<file path="config.mk">
export PLATFORM = sky130hd
export DESIGN_NAME = pc_sequencer
export DESIGN_NICKNAME = d
export VERILOG_FILES = /design/src/rtl/pc_sequencer_pkg.sv /design/src/rtl/pc_sequencer_target_calc.sv /design/src/rtl/pc_sequencer.sv
export SDC_FILE = /design/constraint.sdc
export NUM_CORES = 1
export LEC_CHECK = 0
export ABC_AREA = 0
export CORE_UTILIZATION = 50
export DETAILED_ROUTE_END_ITERATION = 8
export GPL_TIMING_DRIVEN = 0
export PLACE_DENSITY = 0.79
export SETUP_SLACK_MARGIN = 0.15
export SLEW_MARGIN = 30
export SYNTH_ARGS = -nofsm -noshare
export SYNTH_HDL_FRONTEND = slang
export SYNTH_SLANG_ARGS = --single-unit
</file>
<file path="constraint.sdc">
create_clock -name CLK -period 4.9 [get_ports CLK]
set_clock_uncertainty 0.2 [all_clocks]
set_input_delay 0.98 -clock CLK [delete_from_list [all_inputs] [get_ports CLK]]
set_output_delay 0.98 -clock CLK [all_outputs]
set_load 0.02 [all_outputs]
</file>
<file path="src/rtl/pc_sequencer_pkg.sv">
// ---------------------------------------------------------------------------
// pc_sequencer_pkg
// Shared definitions for the program-counter sequencer and the decode-side
// offset path.
//   state_t       : fetch FSM state encodings
//   PC_INCR       : sequential PC increment (one 32-bit instruction)
//   OFFSET_W      : width of the signed branch/jump word offset
//   OFFSET_SHIFT  : word-to-byte scaling shift applied to the offset
// ---------------------------------------------------------------------------
package pc_sequencer_pkg;

    typedef enum logic [1:0] {
        IDLE     = 2'd0,
        FETCH    = 2'd1,
        REDIRECT = 2'd2,
        HALT     = 2'd3
    } state_t;

    localparam logic [31:0] PC_INCR      = 32'd4;
    localparam int          OFFSET_W     = 8;
    localparam int          OFFSET_SHIFT = 2;

endpackage

</file>
<file path="src/rtl/pc_sequencer_target_calc.sv">
// ---------------------------------------------------------------------------
// pc_target_calc
// Purely combinational next-PC arithmetic. Produces the sequential address
// PC+4 and the redirect target PC+4 + (sign-extended word offset * 4).
// All arithmetic wraps modulo 2^32.
// Ports:
//   pc         in  32  current fetch address
//   offset_imm in   8  signed word offset from the instruction
//   pc4        out 32  pc + 4
//   target     out 32  pc + 4 + sext(offset_imm) << 2
// ---------------------------------------------------------------------------
module pc_target_calc
    import pc_sequencer_pkg::*;
(
    input  logic [31:0]         pc,
    input  logic [OFFSET_W-1:0] offset_imm,
    output logic [31:0]         pc4,
    output logic [31:0]         target
);

    logic [31:0] byte_offset;

    // Sign-extend the word offset and scale it to a byte offset.
    assign byte_offset = {{(32 - OFFSET_W - OFFSET_SHIFT){offset_imm[OFFSET_W-1]}},
                          offset_imm, {OFFSET_SHIFT{1'b0}}};

    assign pc4    = pc + PC_INCR;
    assign target = pc4 + byte_offset;

endmodule

</file>
<file path="src/rtl/pc_sequencer.sv">
// ---------------------------------------------------------------------------
// pc_sequencer
// Owns the CPU program counter and the instruction-memory read handshake.
// Each completed fetch (BUSYWAIT low) picks either PC+4 or the branch/jump
// target; a taken redirect can optionally insert one idle (READ=0) cycle.
// Optional feature, enabled by defining PC_TRAP_EN: any PC update above
// MEM_LIMIT or not word-aligned loads the value, raises a sticky TRAP and
// parks the sequencer in HALT until reset. Without it TRAP is tied 0.
// Ports:
//   CLK        in   1  system clock, rising-edge
//   RESET      in   1  synchronous active-low reset
//   BUSYWAIT   in   1  instruction memory busy
//   JUMP       in   1  unconditional jump for the completing instruction
//   BRANCH_EQ  in   1  BEQ decoded
//   BRANCH_NE  in   1  BNE decoded
//   ZERO       in   1  ALU zero flag
//   OFFSET_IMM in   8  signed word offset
//   PC         out 32  current fetch address (registered)
//   PC4        out 32  PC+4 (combinational)
//   READ       out  1  instruction read request (registered)
//   TAKEN      out  1  one-cycle redirect pulse
//   TRAP       out  1  sticky fetch-range error
// ---------------------------------------------------------------------------
module pc_sequencer
    import pc_sequencer_pkg::*;
#(
    parameter logic [31:0] RESET_PC        = 32'd0,
    parameter bit          REDIRECT_BUBBLE = 1'b1,
    parameter logic [31:0] MEM_LIMIT       = 32'd1020
) (
    input  logic                CLK,
    input  logic                RESET,
    input  logic                BUSYWAIT,
    input  logic                JUMP,
    input  logic                BRANCH_EQ,
    input  logic                BRANCH_NE,
    input  logic                ZERO,
    input  logic [OFFSET_W-1:0] OFFSET_IMM,
    output logic [31:0]         PC,
    output logic [31:0]         PC4,
    output logic                READ,
    output logic                TAKEN,
    output logic                TRAP
);

    state_t      state, next_state;
    logic [31:0] pc_q, next_pc;
    logic        read_q, next_read;
    logic        taken_q, next_taken;
    logic [31:0] target;
    logic [31:0] new_pc;
    logic        take;

    pc_target_calc u_target_calc (
        .pc         (pc_q),
        .offset_imm (OFFSET_IMM),
        .pc4        (PC4),
        .target     (target)
    );

    // Redirect decision. Both branch bits together are always taken.
    assign take   = JUMP | (BRANCH_EQ & ZERO) | (BRANCH_NE & ~ZERO);
    assign new_pc = take ? target : PC4;

`ifdef PC_TRAP_EN
    logic trap_q, next_trap;
    logic out_of_range;

    assign out_of_range = (new_pc > MEM_LIMIT) || (new_pc[1:0] != 2'b00);
    assign TRAP         = trap_q;
`else
    logic unused_limit;

    assign unused_limit = ^MEM_LIMIT;
    assign TRAP         = 1'b0;
`endif

    // Next-state and next-output logic. HALT keeps every default, so it
    // simply freezes the sequencer until reset.
    always_comb begin
        next_state = state;
        next_pc    = pc_q;
        next_read  = read_q;
        next_taken = 1'b0;
`ifdef PC_TRAP_EN
        next_trap  = trap_q;
`endif
        case (state)
            IDLE: begin
                next_state = FETCH;
                next_read  = 1'b1;
            end
            FETCH: begin
                if (!BUSYWAIT) begin
                    next_pc    = new_pc;
                    next_taken = take;
                    if (take && REDIRECT_BUBBLE) begin
                        next_state = REDIRECT;
                        next_read  = 1'b0;
                    end
`ifdef PC_TRAP_EN
                    if (out_of_range) begin
                        next_trap  = 1'b1;
                        next_read  = 1'b0;
                        next_state = HALT;
                    end
`endif
                end
            end
            REDIRECT: begin
                next_state = FETCH;
                next_read  = 1'b1;
            end
            default: ;
        endcase
    end

    // State and output registers with synchronous active-low reset.
    always_ff @(posedge CLK) begin
        if (!RESET) begin
            state   <= IDLE;
            pc_q    <= RESET_PC;
            read_q  <= 1'b0;
            taken_q <= 1'b0;
        end else begin
            state   <= next_state;
            pc_q    <= next_pc;
            read_q  <= next_read;
            taken_q <= next_taken;
        end
    end

`ifdef PC_TRAP_EN
    // Sticky trap flag, cleared only by reset.
    always_ff @(posedge CLK) begin
        if (!RESET) begin
            trap_q <= 1'b0;
        end else begin
            trap_q <= next_trap;
        end
    end
`endif

    assign PC    = pc_q;
    assign READ  = read_q;
    assign TAKEN = taken_q;

endmodule

</file>
==> impl_metrics.env <==
export IMPL_pwr_share_seq_pct=30.8
export IMPL_ys_ff_latch=33
export IMPL_design_die_area_um2=8360
export IMPL_num_vias=4550
export IMPL_hold_buffers=0
export IMPL_rsz0062_at_grt="no"
export IMPL_placement_setup_worst_slack_ps=542
export IMPL_finalWorstSetupSlack_ps=458
export IMPL_worstHoldStart="state[1]"
export IMPL_viasPerCell=6.25
export IMPL_antenna_cells=0
export IMPL_postCtsSetupBuffers=0
export IMPL_worstMarginPinSlew_ps=705
export IMPL_n_fill_cell=716
export IMPL_root_buffer="clkbuf_8"
export IMPL_critPathSlowestCell="dfxtp_1"
export IMPL_yosysMostFrequentCell="a21oi_1"
export IMPL_floorplan_rows=32
export IMPL_grt_usage_pct=31.2
export IMPL_setup_worst_path_class="flop to flop"
export IMPL_hold_path_class="flop to flop"
export IMPL_reg2reg_depth=15
export IMPL_antenna_found_initial=0
export IMPL_path_common_cell="ha_1"
export IMPL_start_util_pct=51.8
export IMPL_synth_top_area_share_pct=16.5
export IMPL_final_antenna_net_count=0
export IMPL_fin_crit_ps=4440
export IMPL_syn2layout_area_growth_pct=24.5
export IMPL_p_sw_mw=0.430
export IMPL_crit_fanout=8
export IMPL_numPlacedInstances=720
export IMPL_vdd_drop_max_v=0.000128
export IMPL_crit_chain="ha_1, and4_4, nand3_4, or3_4, nor2_1, xor2_1, ha_1, clkbuf_1, and2_1, a21o_1, a31oi_1, o21ai_2, a41o_1, or3_1, a21oi_1"
export IMPL_p_clk_share_pct=20.5
export IMPL_r2r_start="PC[2]"
export IMPL_setup_viol=0
export IMPL_cts_resized=0
export IMPL_yosys_area_top_type="dfxtp_1"
export IMPL_cpPeakStageDelay_ps=430
export IMPL_status="complete, no violations"
export IMPL_post_drt_wl_per_cell_um=18.0
export IMPL_timing_max_cap_violations=0
export IMPL_top_layer="met4"
export IMPL_critPathRequiredTime_ps=4930
export IMPL_utilization_pct=64.5
export IMPL_fmax_mhz=225
export IMPL_final_nets=677
export IMPL_power_total_mw=1.02
export IMPL_end_kind="flop"
export IMPL_clk_latency_ps=290
export IMPL_remaining_drc_errors=0
export IMPL_hold_worst_slack_ps=335
export IMPL_synth_area_leaders="dfxtp_1 (17%), ha_1 (11%), a21oi_1 (7.0%)"
export IMPL_routed_wl_met2_mm=5.85
export IMPL_die_x_um=91.5
export IMPL_finalWirelength_mm=13.1
export IMPL_rrSetupSlack_ps=460
export IMPL_p_sw_share_pct=42.1
export IMPL_power_share_combinational_pct=48.7
export IMPL_io_buffer_count=76
export IMPL_coreArea_um2=7730
export IMPL_first_pass_iters=5
export IMPL_async_flop_share_pct=0
export IMPL_dp_final_hpwl_mm=9.84
export IMPL_drive_gt1_share_pct=6.87
export IMPL_seq_area_frac_synth_pct=16.5
export IMPL_wl_met3_um=997
export IMPL_place_congestion=0.991
export IMPL_slew_headroom_pct=53.0
export IMPL_ys_types=73
export IMPL_finalHoldViolCount=0
export IMPL_worstHoldPathCells=2
export IMPL_synth_warnings=0
export IMPL_powerDensity_nw_per_um2=205
export IMPL_die_h_um=91.5
export IMPL_finalMaxSlewViolations=0
export IMPL_globalRouteOverflowTotal=0
export IMPL_pin_count=82
export IMPL_ys_flop_type="dfxtp_1"
export IMPL_finalCritPeriodShare_pct=90.7
export IMPL_syn_avg_cell_area_um2=7.44
export IMPL_clkTransAtPathRegs_ps=80
export IMPL_worst_setup_path_start_kind="flop"
export IMPL_grt_max_degree=30
export IMPL_crit_arrival_ps=4470
export IMPL_timing_rr_end="PC[27]"
export IMPL_synth_edf_count=0
export IMPL_clk_path_buf_depth=2
export IMPL_leakage_nw=2.09
export IMPL_cts_tree="done"
export IMPL_drt_iter0_drc=419
export IMPL_routedLengthMet1_mm=5.74
export IMPL_min_to="state[1]"
export IMPL_cts_sinks=33
export IMPL_syn_inst=538
export IMPL_grt_pass1_wl_mm=20.8
export IMPL_final_cells=728
export IMPL_cts_htree_levels=2
export IMPL_grt_pass1_vias=4255
export IMPL_p_int_mw=0.591
export IMPL_synth_area_um2=4000
export IMPL_numCtsBuffers=5
export IMPL_synth_common_cells="a21oi_1 (56), nand2_1 (52), o21ai_0 (51), ha_1 (36), nor2_1 (35)"
==> power groups by stage <==
stage	clock, mW	combinational, mW	sequential, mW
floorplan	0	0.302	0.335
global placement	0	0.476	0.319
detailed placement	0	0.484	0.319
CTS	0.212	0.488	0.313
global route	0.217	0.535	0.317
finish	0.209	0.497	0.314
==> registers in the layout, indices dropped and copies added (netlist names) <==
| signal | flops |
|---|---|
| PC | 30 |
| state | 2 |
| TAKEN | 1 |
==> kinds of logic (layout without fill, tap and decap cells) <==
logic type                 count (synthesis)  count (layout)  synth area share, %
muxes                                      3               3                0.750
other                                      1               5               0.0937
buffers and inverters                     45             129                 4.91
DFF                                       33              33                 16.5
AOI/OAI and AO/OA                        192             192                 30.6
xor gates and xnor gates                  47              47                 10.9
adders and majority gates                 37              37                 11.8
and+or+nand+nor                          180             180                 24.4
==> placed cells by master, fill, tap and decap left out, types with 5 or more instances in the layout <==
master,n
a211oi_1,6
a21o_1,11
a21oi_1,56
a22oi_1,8
a31oi_1,6
and2_1,6
and3_1,8
buf_4,6
clkbuf_1,21
clkbuf_8,5
clkdlybuf4s50_1,75
conb_1,5
dfxtp_1,33
ha_1,36
inv_1,14
nand2_1,52
nand3_1,23
nand4_1,11
nor2_1,35
nor2b_1,7
nor3_1,7
o211a_1,5
o211ai_1,7
o21ai_0,51
o21ai_1,5
xnor2_1,29
xor2_1,16
==> critical path, delay by kind of cell, from the launching register on <==
| family | cells | cell delay (ps) |
|---|---|---|
| XOR/XNOR | 1 | 320 |
| flip-flops | 1 | 430 |
| buffers and inverters | 1 | 210 |
| AO/OA/AOI/OAI | 5 | 910 |
| adder cells (fa/ha/maj) | 2 | 590 |
| AND/OR/NAND/NOR | 6 | 1720 |
==> routing by layer <==
metal / global-route usage, % / vias up
met5: 0 / -
met4: 14.9 / 0
met3: 2.76 / 48
met2: 50.2 / 224
met1: 41.7 / 2112
li1: - / 2166
==> final cells by class <==
class,instances,area (um^2),area share (%)
timing repair buffer,76,756,15.2
sequential,33,661,13.3
clock buffer,6,72.6,1.46
tap,102,128,2.56
multi-input combinational,464,3160,63.4
buffer,31,144,2.89
clock inverter,2,10.0,0.201
inverter,14,52.6,1.05
==> worst max-delay path by stage <==
stage,startpoint,to,slack [ps]
after floorplan,PC[2],PC[27],700
after global placement,OFFSET_IMM[7],PC[28],-140
after detailed placement,OFFSET_IMM[0],PC[28],540
after CTS,PC[2],PC[27],520
after global routing,PC[2],PC[27],280
final,PC[2],PC[27],460
==> through the flow <==
stage	area (um^2)	TNS, ps
after floorplan	4020	0
after global placement	4900	-398
after detailed placement	4900	0
after CTS	4980	0
after global routing	4980	0
final	4980	0
(Power assumes the default switching activity.)
